<file path="src/rtl/cu_pkg.sv">
// Shared types and encodings for the multi-cycle control unit and its opcode decoder.
// The optional retired-instruction counter is enabled by defining CU_PERF_CNT_EN.
package cu_pkg;

  typedef enum logic [3:0] {
    S_IDLE,
    S_FETCH,
    S_DECODE,
    S_EXEC,
    S_ALU_WB,
    S_MEM_ADDR,
    S_MEM_RD,
    S_MEM_WB,
    S_MEM_WR,
    S_BRANCH,
    S_JUMP
  } cu_state_e;

  // Opcode class one-hot bit positions; illegal is the top bit.
  localparam int CLS_NOP     = 0;
  localparam int CLS_ALU     = 1;
  localparam int CLS_BRANCH  = 2;
  localparam int CLS_LOAD    = 3;
  localparam int CLS_STORE   = 4;
  localparam int CLS_JUMP    = 5;
  localparam int CLS_ILLEGAL = 6;
  localparam int CLS_NUM     = 7;

  typedef logic [CLS_NUM-1:0] cls_onehot_t;

  localparam logic [5:0] OP_NOP   = 6'b000000;
  localparam logic [5:0] OP_LOAD  = 6'b001100;
  localparam logic [5:0] OP_STORE = 6'b001101;
  localparam logic [5:0] OP_JUMP  = 6'b001110;

  localparam int N_ALU_OPS = 4;
  localparam logic [N_ALU_OPS-1:0][5:0] ALU_OPS = {6'b001010, 6'b000100, 6'b000111, 6'b000001};

  localparam int N_BR_OPS = 3;
  localparam logic [N_BR_OPS-1:0][5:0] BR_OPS = {6'b001001, 6'b000110, 6'b000011};

  localparam logic [1:0] SRCB_RT      = 2'd0;
  localparam logic [1:0] SRCB_FOUR    = 2'd1;
  localparam logic [1:0] SRCB_IMM     = 2'd2;
  localparam logic [1:0] SRCB_IMM_SH2 = 2'd3;

  localparam logic [1:0] PCSRC_ALU    = 2'd0;
  localparam logic [1:0] PCSRC_ALUOUT = 2'd1;
  localparam logic [1:0] PCSRC_JUMP   = 2'd2;

  localparam logic [5:0] ALU_ADD_DEF = 6'b000001;

  // States that stall on the memory ready handshake.
  function automatic logic is_wait_state(input cu_state_e s);
    return (s == S_FETCH) || (s == S_MEM_RD) || (s == S_MEM_WR);
  endfunction

endpackage

</file>
<file path="src/rtl/multicycle_control_unit_if.sv">
// Control-unit <-> datapath/memory bundle: IR opcode, flags and handshake in,
// per-cycle datapath enables and ALU operation out.
interface multicycle_control_unit_if #(
  parameter int OPCODE_W = 6,
  parameter int ALUOP_W  = 6
);
  logic [OPCODE_W-1:0] opcode;
  logic                zero;
  logic                mem_ready;

  logic                pc_write;
  logic                pc_write_cond;
  logic                i_or_d;
  logic                mem_read;
  logic                mem_write;
  logic                ir_write;
  logic                mem_to_reg;
  logic                reg_dst;
  logic                reg_write;
  logic                alu_src_a;
  logic [1:0]          alu_src_b;
  logic [1:0]          pc_source;
  logic [ALUOP_W-1:0]  alu_op;
  logic                illegal_op;
  logic                bus_error;

  modport master (
    input  opcode, zero, mem_ready,
    output pc_write, pc_write_cond, i_or_d, mem_read, mem_write, ir_write,
           mem_to_reg, reg_dst, reg_write, alu_src_a, alu_src_b, pc_source,
           alu_op, illegal_op, bus_error
  );

  modport slave (
    output opcode, zero, mem_ready,
    input  pc_write, pc_write_cond, i_or_d, mem_read, mem_write, ir_write,
           mem_to_reg, reg_dst, reg_write, alu_src_a, alu_src_b, pc_source,
           alu_op, illegal_op, bus_error
  );
endinterface

</file>
<file path="src/rtl/cu_opcode_decoder.sv">
// Combinational opcode -> class one-hot; shared with the single-cycle decode path.
module cu_opcode_decoder
  import cu_pkg::*;
#(
  parameter int OPCODE_W = 6
) (
  input  logic [OPCODE_W-1:0] opcode,
  output cls_onehot_t         op_class
);

  logic [N_ALU_OPS-1:0] alu_hit;
  logic [N_BR_OPS-1:0]  br_hit;
  logic [CLS_NUM-2:0]   known;

  genvar gi;
  generate
    for (gi = 0; gi < N_ALU_OPS; gi++) begin : g_alu
      assign alu_hit[gi] = (opcode == OPCODE_W'(ALU_OPS[gi]));
    end
    for (gi = 0; gi < N_BR_OPS; gi++) begin : g_br
      assign br_hit[gi] = (opcode == OPCODE_W'(BR_OPS[gi]));
    end
  endgenerate

  always_comb begin
    known             = '0;
    known[CLS_NOP]    = (opcode == OPCODE_W'(OP_NOP));
    known[CLS_ALU]    = |alu_hit;
    known[CLS_BRANCH] = |br_hit;
    known[CLS_LOAD]   = (opcode == OPCODE_W'(OP_LOAD));
    known[CLS_STORE]  = (opcode == OPCODE_W'(OP_STORE));
    known[CLS_JUMP]   = (opcode == OPCODE_W'(OP_JUMP));
  end

  assign op_class = {~|known, known};

endmodule

</file>
<file path="src/rtl/multicycle_control_unit.sv">
// Multi-cycle control FSM: fetch/decode/execute/memory/write-back sequencing with a
// bounded mem_ready wait. Define CU_PERF_CNT_EN to add the instr_retired counter.
module multicycle_control_unit
  import cu_pkg::*;
#(
  parameter int                  OPCODE_W    = 6,
  parameter int                  ALUOP_W     = 6,
  parameter logic [ALUOP_W-1:0]  ALU_ADD     = ALUOP_W'(ALU_ADD_DEF),
  parameter int                  MEM_TIMEOUT = 16
) (
  input  logic                      clk,
  input  logic                      rst_n,
  multicycle_control_unit_if.master bus
`ifdef CU_PERF_CNT_EN
  ,
  output logic [31:0]               instr_retired
`endif
);

  localparam int CNT_W = (MEM_TIMEOUT > 0) ? $clog2(MEM_TIMEOUT + 1) : 1;
  localparam logic [CNT_W-1:0] TO_VAL = CNT_W'(MEM_TIMEOUT);

  cu_state_e           state_reg, state_next;
  logic [OPCODE_W-1:0] opcode_reg;
  logic [CNT_W-1:0]    wait_cnt_reg, wait_cnt_next;
  cls_onehot_t         op_class;
  logic                timeout;

  cu_opcode_decoder #(.OPCODE_W(OPCODE_W)) u_dec (
    .opcode   (bus.opcode),
    .op_class (op_class)
  );

  always_ff @(posedge clk or negedge rst_n) begin
    if (!rst_n) begin
      state_reg    <= S_IDLE;
      opcode_reg   <= '0;
      wait_cnt_reg <= '0;
    end else begin
      state_reg    <= state_next;
      wait_cnt_reg <= wait_cnt_next;
      if (state_reg == S_DECODE) begin
        opcode_reg <= bus.opcode;
      end
    end
  end

  generate
    if (MEM_TIMEOUT == 0) begin : g_no_timeout
      assign timeout = 1'b0;
    end else begin : g_timeout
      assign timeout = is_wait_state(state_reg) && !bus.mem_ready && (wait_cnt_reg == TO_VAL);
    end
  endgenerate

  // Any state change (or a timed-out FETCH re-entering itself) starts a fresh wait count.
  always_comb begin
    wait_cnt_next = wait_cnt_reg;
    if ((state_next != state_reg) || timeout) begin
      wait_cnt_next = '0;
    end else if (is_wait_state(state_reg) && (wait_cnt_reg != TO_VAL)) begin
      wait_cnt_next = wait_cnt_reg + CNT_W'(1);
    end
  end

  always_comb begin
    state_next        = state_reg;
    bus.pc_write      = 1'b0;
    bus.pc_write_cond = 1'b0;
    bus.i_or_d        = 1'b0;
    bus.mem_read      = 1'b0;
    bus.mem_write     = 1'b0;
    bus.ir_write      = 1'b0;
    bus.mem_to_reg    = 1'b0;
    bus.reg_dst       = 1'b0;
    bus.reg_write     = 1'b0;
    bus.alu_src_a     = 1'b0;
    bus.alu_src_b     = SRCB_RT;
    bus.pc_source     = PCSRC_ALU;
    bus.alu_op        = '0;
    bus.illegal_op    = 1'b0;
    bus.bus_error     = 1'b0;

    case (state_reg)
      S_IDLE: state_next = S_FETCH;

      S_FETCH: begin
        bus.mem_read  = 1'b1;
        bus.alu_src_b = SRCB_FOUR;
        bus.alu_op    = ALU_ADD;
        if (bus.mem_ready) begin
          bus.ir_write  = 1'b1;
          bus.pc_write  = 1'b1;
          bus.pc_source = PCSRC_ALU;
          state_next    = S_DECODE;
        end else if (timeout) begin
          bus.bus_error = 1'b1;
          state_next    = S_FETCH;
        end
      end

      S_DECODE: begin
        // Branch target precompute: PC + (imm << 2).
        bus.alu_src_b = SRCB_IMM_SH2;
        bus.alu_op    = ALU_ADD;
        if (op_class[CLS_ALU]) begin
          state_next = S_EXEC;
        end else if (op_class[CLS_BRANCH]) begin
          state_next = S_BRANCH;
        end else if (op_class[CLS_LOAD] || op_class[CLS_STORE]) begin
          state_next = S_MEM_ADDR;
        end else if (op_class[CLS_JUMP]) begin
          state_next = S_JUMP;
        end else if (op_class[CLS_NOP]) begin
          state_next = S_FETCH;
        end else begin
          bus.illegal_op = op_class[CLS_ILLEGAL];
          state_next     = S_FETCH;
        end
      end

      S_EXEC: begin
        bus.alu_src_a = 1'b1;
        bus.alu_src_b = SRCB_IMM;
        bus.alu_op    = ALUOP_W'(opcode_reg);
        state_next    = S_ALU_WB;
      end

      S_ALU_WB: begin
        bus.reg_write = 1'b1;
        bus.reg_dst   = 1'b1;
        state_next    = S_FETCH;
      end

      S_MEM_ADDR: begin
        bus.alu_src_a = 1'b1;
        bus.alu_src_b = SRCB_IMM;
        bus.alu_op    = ALU_ADD;
        state_next    = (opcode_reg == OPCODE_W'(OP_LOAD)) ? S_MEM_RD : S_MEM_WR;
      end

      S_MEM_RD: begin
        bus.mem_read = 1'b1;
        bus.i_or_d   = 1'b1;
        if (bus.mem_ready) begin
          state_next = S_MEM_WB;
        end else if (timeout) begin
          bus.bus_error = 1'b1;
          state_next    = S_FETCH;
        end
      end

      S_MEM_WB: begin
        bus.reg_write  = 1'b1;
        bus.mem_to_reg = 1'b1;
        bus.reg_dst    = 1'b1;
        state_next     = S_FETCH;
      end

      S_MEM_WR: begin
        bus.mem_write = 1'b1;
        bus.i_or_d    = 1'b1;
        if (bus.mem_ready) begin
          state_next = S_FETCH;
        end else if (timeout) begin
          bus.bus_error = 1'b1;
          state_next    = S_FETCH;
        end
      end

      S_BRANCH: begin
        bus.alu_src_a     = 1'b1;
        bus.alu_src_b     = SRCB_RT;
        bus.alu_op        = ALUOP_W'(opcode_reg);
        bus.pc_write_cond = 1'b1;
        bus.pc_source     = PCSRC_ALUOUT;
        state_next        = S_FETCH;
      end

      S_JUMP: begin
        bus.pc_write  = 1'b1;
        bus.pc_source = PCSRC_JUMP;
        state_next    = S_FETCH;
      end

      default: state_next = S_IDLE;
    endcase
  end

`ifdef CU_PERF_CNT_EN
  logic retire;

  // Only completed instructions count: aborted accesses and illegal opcodes do not.
  always_comb begin
    retire = 1'b0;
    if (state_next == S_FETCH) begin
      case (state_reg)
        S_ALU_WB, S_MEM_WB, S_BRANCH, S_JUMP: retire = 1'b1;
        S_MEM_WR: retire = bus.mem_ready;
        S_DECODE: retire = op_class[CLS_NOP];
        default:  retire = 1'b0;
      endcase
    end
  end

  always_ff @(posedge clk or negedge rst_n) begin
    if (!rst_n) begin
      instr_retired <= '0;
    end else if (retire) begin
      instr_retired <= instr_retired + 32'd1;
    end
  end
`endif

endmodule

</file>
<file path="src/flat_wrapper.sv">
// flat-port wrapper written by rule: the top's interface ports become plain ports
module multicycle_control_unit_flat import cu_pkg::*;
#(
  parameter int                  OPCODE_W    = 6,
  parameter int                  ALUOP_W     = 6,
  parameter logic [ALUOP_W-1:0]  ALU_ADD     = ALUOP_W'(ALU_ADD_DEF),
  parameter int                  MEM_TIMEOUT = 16
)
  (clk, rst_n, bus_opcode, bus_zero, bus_mem_ready, bus_pc_write, bus_pc_write_cond, bus_i_or_d, bus_mem_read, bus_mem_write, bus_ir_write, bus_mem_to_reg, bus_reg_dst, bus_reg_write, bus_alu_src_a, bus_alu_src_b, bus_pc_source, bus_alu_op, bus_illegal_op, bus_bus_error);
  multicycle_control_unit_if #(.OPCODE_W(OPCODE_W), .ALUOP_W(ALUOP_W)) bus_i ();
  input  logic clk;
  input  logic rst_n;
  input wire logic [$bits(bus_i.opcode)-1:0] bus_opcode;
  input wire logic [$bits(bus_i.zero)-1:0] bus_zero;
  input wire logic [$bits(bus_i.mem_ready)-1:0] bus_mem_ready;
  output wire logic [$bits(bus_i.pc_write)-1:0] bus_pc_write;
  output wire logic [$bits(bus_i.pc_write_cond)-1:0] bus_pc_write_cond;
  output wire logic [$bits(bus_i.i_or_d)-1:0] bus_i_or_d;
  output wire logic [$bits(bus_i.mem_read)-1:0] bus_mem_read;
  output wire logic [$bits(bus_i.mem_write)-1:0] bus_mem_write;
  output wire logic [$bits(bus_i.ir_write)-1:0] bus_ir_write;
  output wire logic [$bits(bus_i.mem_to_reg)-1:0] bus_mem_to_reg;
  output wire logic [$bits(bus_i.reg_dst)-1:0] bus_reg_dst;
  output wire logic [$bits(bus_i.reg_write)-1:0] bus_reg_write;
  output wire logic [$bits(bus_i.alu_src_a)-1:0] bus_alu_src_a;
  output wire logic [$bits(bus_i.alu_src_b)-1:0] bus_alu_src_b;
  output wire logic [$bits(bus_i.pc_source)-1:0] bus_pc_source;
  output wire logic [$bits(bus_i.alu_op)-1:0] bus_alu_op;
  output wire logic [$bits(bus_i.illegal_op)-1:0] bus_illegal_op;
  output wire logic [$bits(bus_i.bus_error)-1:0] bus_bus_error;
  assign bus_i.opcode = bus_opcode;
  assign bus_i.zero = bus_zero;
  assign bus_i.mem_ready = bus_mem_ready;
  assign bus_pc_write = bus_i.pc_write;
  assign bus_pc_write_cond = bus_i.pc_write_cond;
  assign bus_i_or_d = bus_i.i_or_d;
  assign bus_mem_read = bus_i.mem_read;
  assign bus_mem_write = bus_i.mem_write;
  assign bus_ir_write = bus_i.ir_write;
  assign bus_mem_to_reg = bus_i.mem_to_reg;
  assign bus_reg_dst = bus_i.reg_dst;
  assign bus_reg_write = bus_i.reg_write;
  assign bus_alu_src_a = bus_i.alu_src_a;
  assign bus_alu_src_b = bus_i.alu_src_b;
  assign bus_pc_source = bus_i.pc_source;
  assign bus_alu_op = bus_i.alu_op;
  assign bus_illegal_op = bus_i.illegal_op;
  assign bus_bus_error = bus_i.bus_error;
  multicycle_control_unit #(.OPCODE_W(OPCODE_W), .ALUOP_W(ALUOP_W), .ALU_ADD(ALU_ADD), .MEM_TIMEOUT(MEM_TIMEOUT)) u_core (.clk(clk), .rst_n(rst_n), .bus(bus_i));
endmodule
</file>
<file path="config.mk">
export PLATFORM = sky130hd
export DESIGN_NAME = multicycle_control_unit_flat
export DESIGN_NICKNAME = d
export VERILOG_FILES = /design/src/rtl/cu_pkg.sv /design/src/rtl/multicycle_control_unit_if.sv /design/src/rtl/cu_opcode_decoder.sv /design/src/rtl/multicycle_control_unit.sv /design/src/flat_wrapper.sv
export SDC_FILE = /design/constraint.sdc
export NUM_CORES = 1
export LEC_CHECK = 0
export ABC_CLOCK_PERIOD_IN_PS = 3700
export CAP_MARGIN = 20
export CORE_MARGIN = 2
export CORE_UTILIZATION = 30
export DETAILED_ROUTE_END_ITERATION = 7
export HOLD_SLACK_MARGIN = 0.08
export PLACE_DENSITY = 0.59
export SLEW_MARGIN = 0
export SYNTH_ARGS = -nofsm -noshare
export SYNTH_HDL_FRONTEND = slang
export SYNTH_SLANG_ARGS = --single-unit
</file>
<file path="constraint.sdc">
create_clock -name clk -period 3.7 [get_ports clk]
set_input_delay 0.555 -clock clk [delete_from_list [all_inputs] [get_ports clk]]
set_output_delay 0.555 -clock clk [all_outputs]
set_load 0.01 [all_outputs]
</file>
== After elaboration in Yosys (flattened, before gate mapping) ==
Index checks and enable logic that the tools add are counted.
Storage, ports and cells
  register bits after elaboration: 15
  word-level logic and storage cells: 86
Operators by class
  muxes and demuxes: 34
  reduce and logical (&&, ||, !) cells: 24
  eq/ne operators: 24
  $add $sub $neg: 1
Operator list (count)
  6-bit by 4-bit equality test with 1-bit output (second input constant): 6
  4-bit 2-to-1 mux: 9
  4-bit one-hot mux with 7 select lines: 1
  6-bit by 3-bit equality test with 1-bit output (second input constant): 3
  1-bit 2-to-1 mux: 18
  4-bit by 3-bit equality test with 1-bit output (second input constant): 4
  4-bit equality test (second input constant): 3
  6-bit one-hot mux with 2 select lines: 1
  3-bit OR reduction: 4
  11-bit OR reduction: 1
  5-bit 2-to-1 mux: 2
  2-bit OR reduction: 5
  4-bit by 2-bit equality test with 1-bit output (second input constant): 2
  6-bit by 1-bit equality test with 1-bit output (second input constant): 1
  6-bit by 2-bit equality test with 1-bit output (second input constant): 1
  6-bit zero test: 1
  2-bit one-hot mux with 3 select lines: 1
  5-bit by 1-bit adder with 5-bit output (second input constant): 1
  5-bit equality test (second input constant): 1
  5-bit inequality test (second input constant): 1
  5-bit OR reduction: 1
  4-bit by 1-bit equality test with 1-bit output (second input constant): 1
  4-bit zero test: 1
  1-bit logical OR: 4
  7 further kinds: 10

== Depth between registers and ports, before layout ==
  word-level depth: 11
  gate-level depth with buffers: 6
  mapped depth without buffers: 6

== Modules after synthesis ==
A second synthesis with hierarchy kept.
Second synthesis, totals
  cells, all modules: 165
  area total of the unflattened synthesis: 1341.3 µm²
By module, submodules not included
  multicycle_control_unit: instances 1, area each 1184.9 µm², cells an instance 144, seq. area each 375.4 µm²
  cu_opcode_decoder: instances 1, area each 156.4 µm², cells an instance 21, seq. area each 0.0 µm²

== Worst setup path after synthesis ==
OpenSTA, ideal clock, no wires.
  kind: input port to output port
  start point: input bus_opcode[1]
  end point: output bus_illegal_op
  path buffers: 1
  required time: 3.145 ns
  stages: 5
  arrival time: 1.540 ns
  setup slack: 1.605 ns
  path through: buf_2 > or3b_2 > nand3_1 > o21ai_0 > a21oi_1
Between the ends
  longest elaborated chain between the ends: 9
  elaborated cells on any way between the ends: 22
  classes of those cells: eq/ne: 10; mux: 6; reduce/logical: 6
RTL lines
  start: declaration: line flat_wrapper.sv:13  | input wire logic [$bits(bus_i.opcode)-1:0] bus_opcode;
  6-bit by 1-bit equality test with 1-bit output, or another cell as far along: line cu_opcode_decoder.sv:18  | assign alu_hit[gi] = (opcode == OPCODE_W'(ALU_OPS[gi]));
  11-bit OR reduction: line cu_opcode_decoder.sv:35  | assign op_class = {~|known, known};
  1-bit zero test: line cu_opcode_decoder.sv:35
  1-bit 2-to-1 mux: line multicycle_control_unit.sv:114  | end else if (op_class[CLS_NOP]) begin
  1-bit 2-to-1 mux: line multicycle_control_unit.sv:112  | end else if (op_class[CLS_JUMP]) begin
  1-bit 2-to-1 mux: line multicycle_control_unit.sv:110  | end else if (op_class[CLS_LOAD] || op_class[CLS_STORE]) begin
  1-bit 2-to-1 mux: line multicycle_control_unit.sv:108  | end else if (op_class[CLS_BRANCH]) begin
  1-bit 2-to-1 mux (*): line multicycle_control_unit.sv:106  | if (op_class[CLS_ALU]) begin
  1-bit 2-to-1 mux (*): line multicycle_control_unit.sv:84  | case (state_reg)
  end: declaration: line flat_wrapper.sv:29  | output wire logic [$bits(bus_i.illegal_op)-1:0] bus_illegal_op;
Mark *: on every way between the ends. The rest lies on a longest branch, timed or not.

== Worst setup path after layout ==
  start point: input bus_opcode[2]
  end point: output bus_illegal_op
The elaborated chain is that of the path after synthesis.

==> impl_metrics.json <==
{
  "status": "completed",
  "drt-initial-drc-count": 28,
  "wl_per_cell_um": 13.2,
  "slew_violations": 0,
  "ys_async_sr_fraction_pct": 100,
  "timing_hold_violations_final": 0,
  "yosys.area_share.simple_pct": 36.8,
  "synth.area.top_cells": "dfrtp_1, nand2_1, nor2_1",
  "ioPinCount": 32,
  "routed_wl_mm": 2.76,
  "grt_max_degree": 21,
  "cp.arrival_ps": 2500,
  "coreArea_um2": 3720,
  "synth_top_family_by_area": "simple AND/OR/NAND/NOR gates",
  "largest_reg_flops": 6,
  "finalPower_mw": 1.10,
  "die_area_um2": 4420,
  "antenna_found_initial": 0,
  "power.switching_mw": 0.461,
  "syn_to_final_growth_pct": 28.7,
  "clk_pin_slew_ps": 60,
  "ys_seq_area_share_pct": 32.0,
  "grt_pass1_vias": 1030,
  "hold_path_class": "flop to flop",
  "initial_core_util_pct": 31.5,
  "grt_first_pass_wirelength_mm": 4.65,
  "place_ws_ps": 670,
  "grt_util_all_layers_pct": 13.5,
  "max_slew.worst_pin.slew_ps": 697,
  "cp_max_fo": 7,
  "ctsHoldBuffers": 0,
  "port_buffers": 30,
  "gp_congestion": 0.802,
  "cellInternalPower_mw": 0.636,
  "cts_setup_buffers": 0,
  "p_per_area_nw_per_um2": 727,
  "viasPerCell": 5.02,
  "yosysMostFrequentCell": "nand2_1",
  "cts_max_path_buffers": 2,
  "finalCritPeriodShare_pct": 82.4,
  "holdWs_ps": 489,
  "synth_edf_count": 0,
  "synthMuxAreaShare_pct": 0.854,
  "fmax_mhz": 328,
  "finalSetupViolations": 0,
  "yosys-top-cells-count": "nand2_1, dfrtp_1, nor2_1, and2_1, inv_1",
  "place_hpwl_mm": 2.13,
  "syn_inst": 138,
  "p_clk_share_pct": 12.0,
  "cts_root_buf": "clkbuf_8",
  "drc": 0,
  "multi_input_area_um2": 706,
  "yosysTopAreaCell": "dfrtp_1",
  "synth_compound_area_share_pct": 14.3,
  "seqPwrFrac_pct": 30.7,
  "end_kind": "primary output",
  "synth_seq_cells": 15,
  "syn_nets": 150,
  "grt_setup_unrepaired": "no",
  "rows": 22,
  "cts_buffers": 3,
  "clkLatencyLatePin_ps": 250,
  "die_w_um": 66.5,
  "vias": 1054,
  "tns_ps": 0,
  "synth-xor-area-share_pct": 5.23,
  "ys_warn_count": 0,
  "fill_cells": 381,
  "first_pass_iters": 4,
  "post-route-worst-setup-slack_ps": 649,
  "swShare_pct": 42.0,
  "peakVddDrop_v": 0.000301,
  "die_h_um": 66.5,
  "cts_tree": "built",
  "n_antenna_cell": 0,
  "synthFlopType": "dfrtp_1",
  "synth_top_area_share_pct": 32.0,
  "final_nets": 175,
  "ant_nets": 0,
  "required_ps": 3140,
  "slew_headroom_pct": 53.2,
  "synthAdderAreaFrac_pct": 2.99,
  "post-route-min-period_ps": 3050,
  "cts_sinks": 15,
  "skew_ps": 5.76,
  "htreeDepth": 1,
  "drive_gt1_share_pct": 8.64,
  "drv_cap": 0,
  "p_leak_nw": 0.620,
  "avgSynthCellArea_um2": 8.50,
  "critPathLaunchType": "input pin",
  "overflow": 0,
  "p_comb_share_pct": 57.2,
  "seqCellArea_um2": 375,
  "synthDistinctLibCells": 45,
  "worstSetupPathType": "input pin to primary output",
  "cts_resized": 0,
  "synth_area_um2": 1170
}
==> stage by stage <==
| step | instance area, um2 | std cells | utilization [%] |
|---|---|---|---|
| finish | 1510 | 210 | 40.6 |
| global route | 1510 | 210 | 40.6 |
| CTS | 1510 | 210 | 40.6 |
| detailed placement | 1460 | 206 | 39.4 |
| global placement | 1460 | 206 | 39.4 |
| floorplan | 1170 | 138 | - |
==> per-layer routing <==
metal | up-vias | part of all wire [%] | routed length, um | GRT usage (%)
met4 | 0 | 0.98 | 27 | 4.59
met5 | - | 0 | 0 | 0
met2 | 30 | 44 | 1210 | 22.4
met1 | 494 | 51 | 1410 | 17.9
met3 | 4 | 4.2 | 115 | 1.86
li1 | 526 | - | - | -
==> power groups by stage <==
stage / sequential (mW) / combinational [mW] / clock [mW]
after CTS: 0.335 / 0.639 / 0.134
final: 0.337 / 0.628 / 0.132
after floorplan: 0.269 / 0.462 / 0
after global placement: 0.334 / 0.623 / 0
after detailed placement: 0.338 / 0.635 / 0
after global routing: 0.354 / 0.692 / 0.143
==> worst paths after layout <==
path / startpoint / to / slack [ps] / cells past startpoint
setup / recovery: bus_opcode[2] / bus_illegal_op / 650 / 6
hold / removal: u_core.opcode_reg[4]$_DFFE_PN0P_ / u_core.opcode_reg[4]$_DFFE_PN0P_ / 490 / 2
setup reg to reg: u_core.state_reg[1]$_DFF_PN0_ / u_core.state_reg[2]$_DFF_PN0_ / 1900 / 4
hold reg to reg: u_core.opcode_reg[4]$_DFFE_PN0P_ / u_core.opcode_reg[4]$_DFFE_PN0P_ / 490 / 2
max in group asynchronous: rst_n / u_core.state_reg[0]$_DFF_PN0_ / 2530 / 1
min in group asynchronous: rst_n / u_core.opcode_reg[1]$_DFFE_PN0P_ / 720 / 1
==> worst max-delay path, cell delays in order <==
cell             delay (ps)
clkdlybuf4s50_1         590
or3b_2                  460
nand3_1                  90
o21ai_0                  90
a21oi_1                 160
clkdlybuf4s50_1         560
==> cells by family after synthesis <==
logic type	Yosys count
adders and majority gates	3
muxes	1
AOI/OAI and AO/OA	21
and+or+nand+nor	75
xor gates and xnor gates	7
DFF	15
buffers and inverters	16
==> cell usage in the layout (no fill, tap or decap), types with 2 or more instances in the layout <==
master,n
nor3_1,5
nor2_1,13
xnor2_1,4
xor2_1,3
o21ai_0,2
nor4b_2,2
clkbuf_8,3
nor2b_1,4
inv_1,6
a21oi_1,5
clkdlybuf4s50_1,30
dfrtp_1,15
a211o_1,2
nand2b_1,3
a211oi_1,3
and2_1,6
nor4bb_1,2
nand3b_1,2
ha_1,2
or2_2,3
nand3_1,4
nand2_1,21
==> final cells by class <==
type                            count  area share [%]
Clock buffer                        4            2.99
Inverter                            6            1.49
Multi-Input combinational cell    107            46.8
Sequential cell                    15            24.9
Tap cell                           48            3.98
Timing Repair Buffer               30            19.9
(Power assumes the default switching activity.)
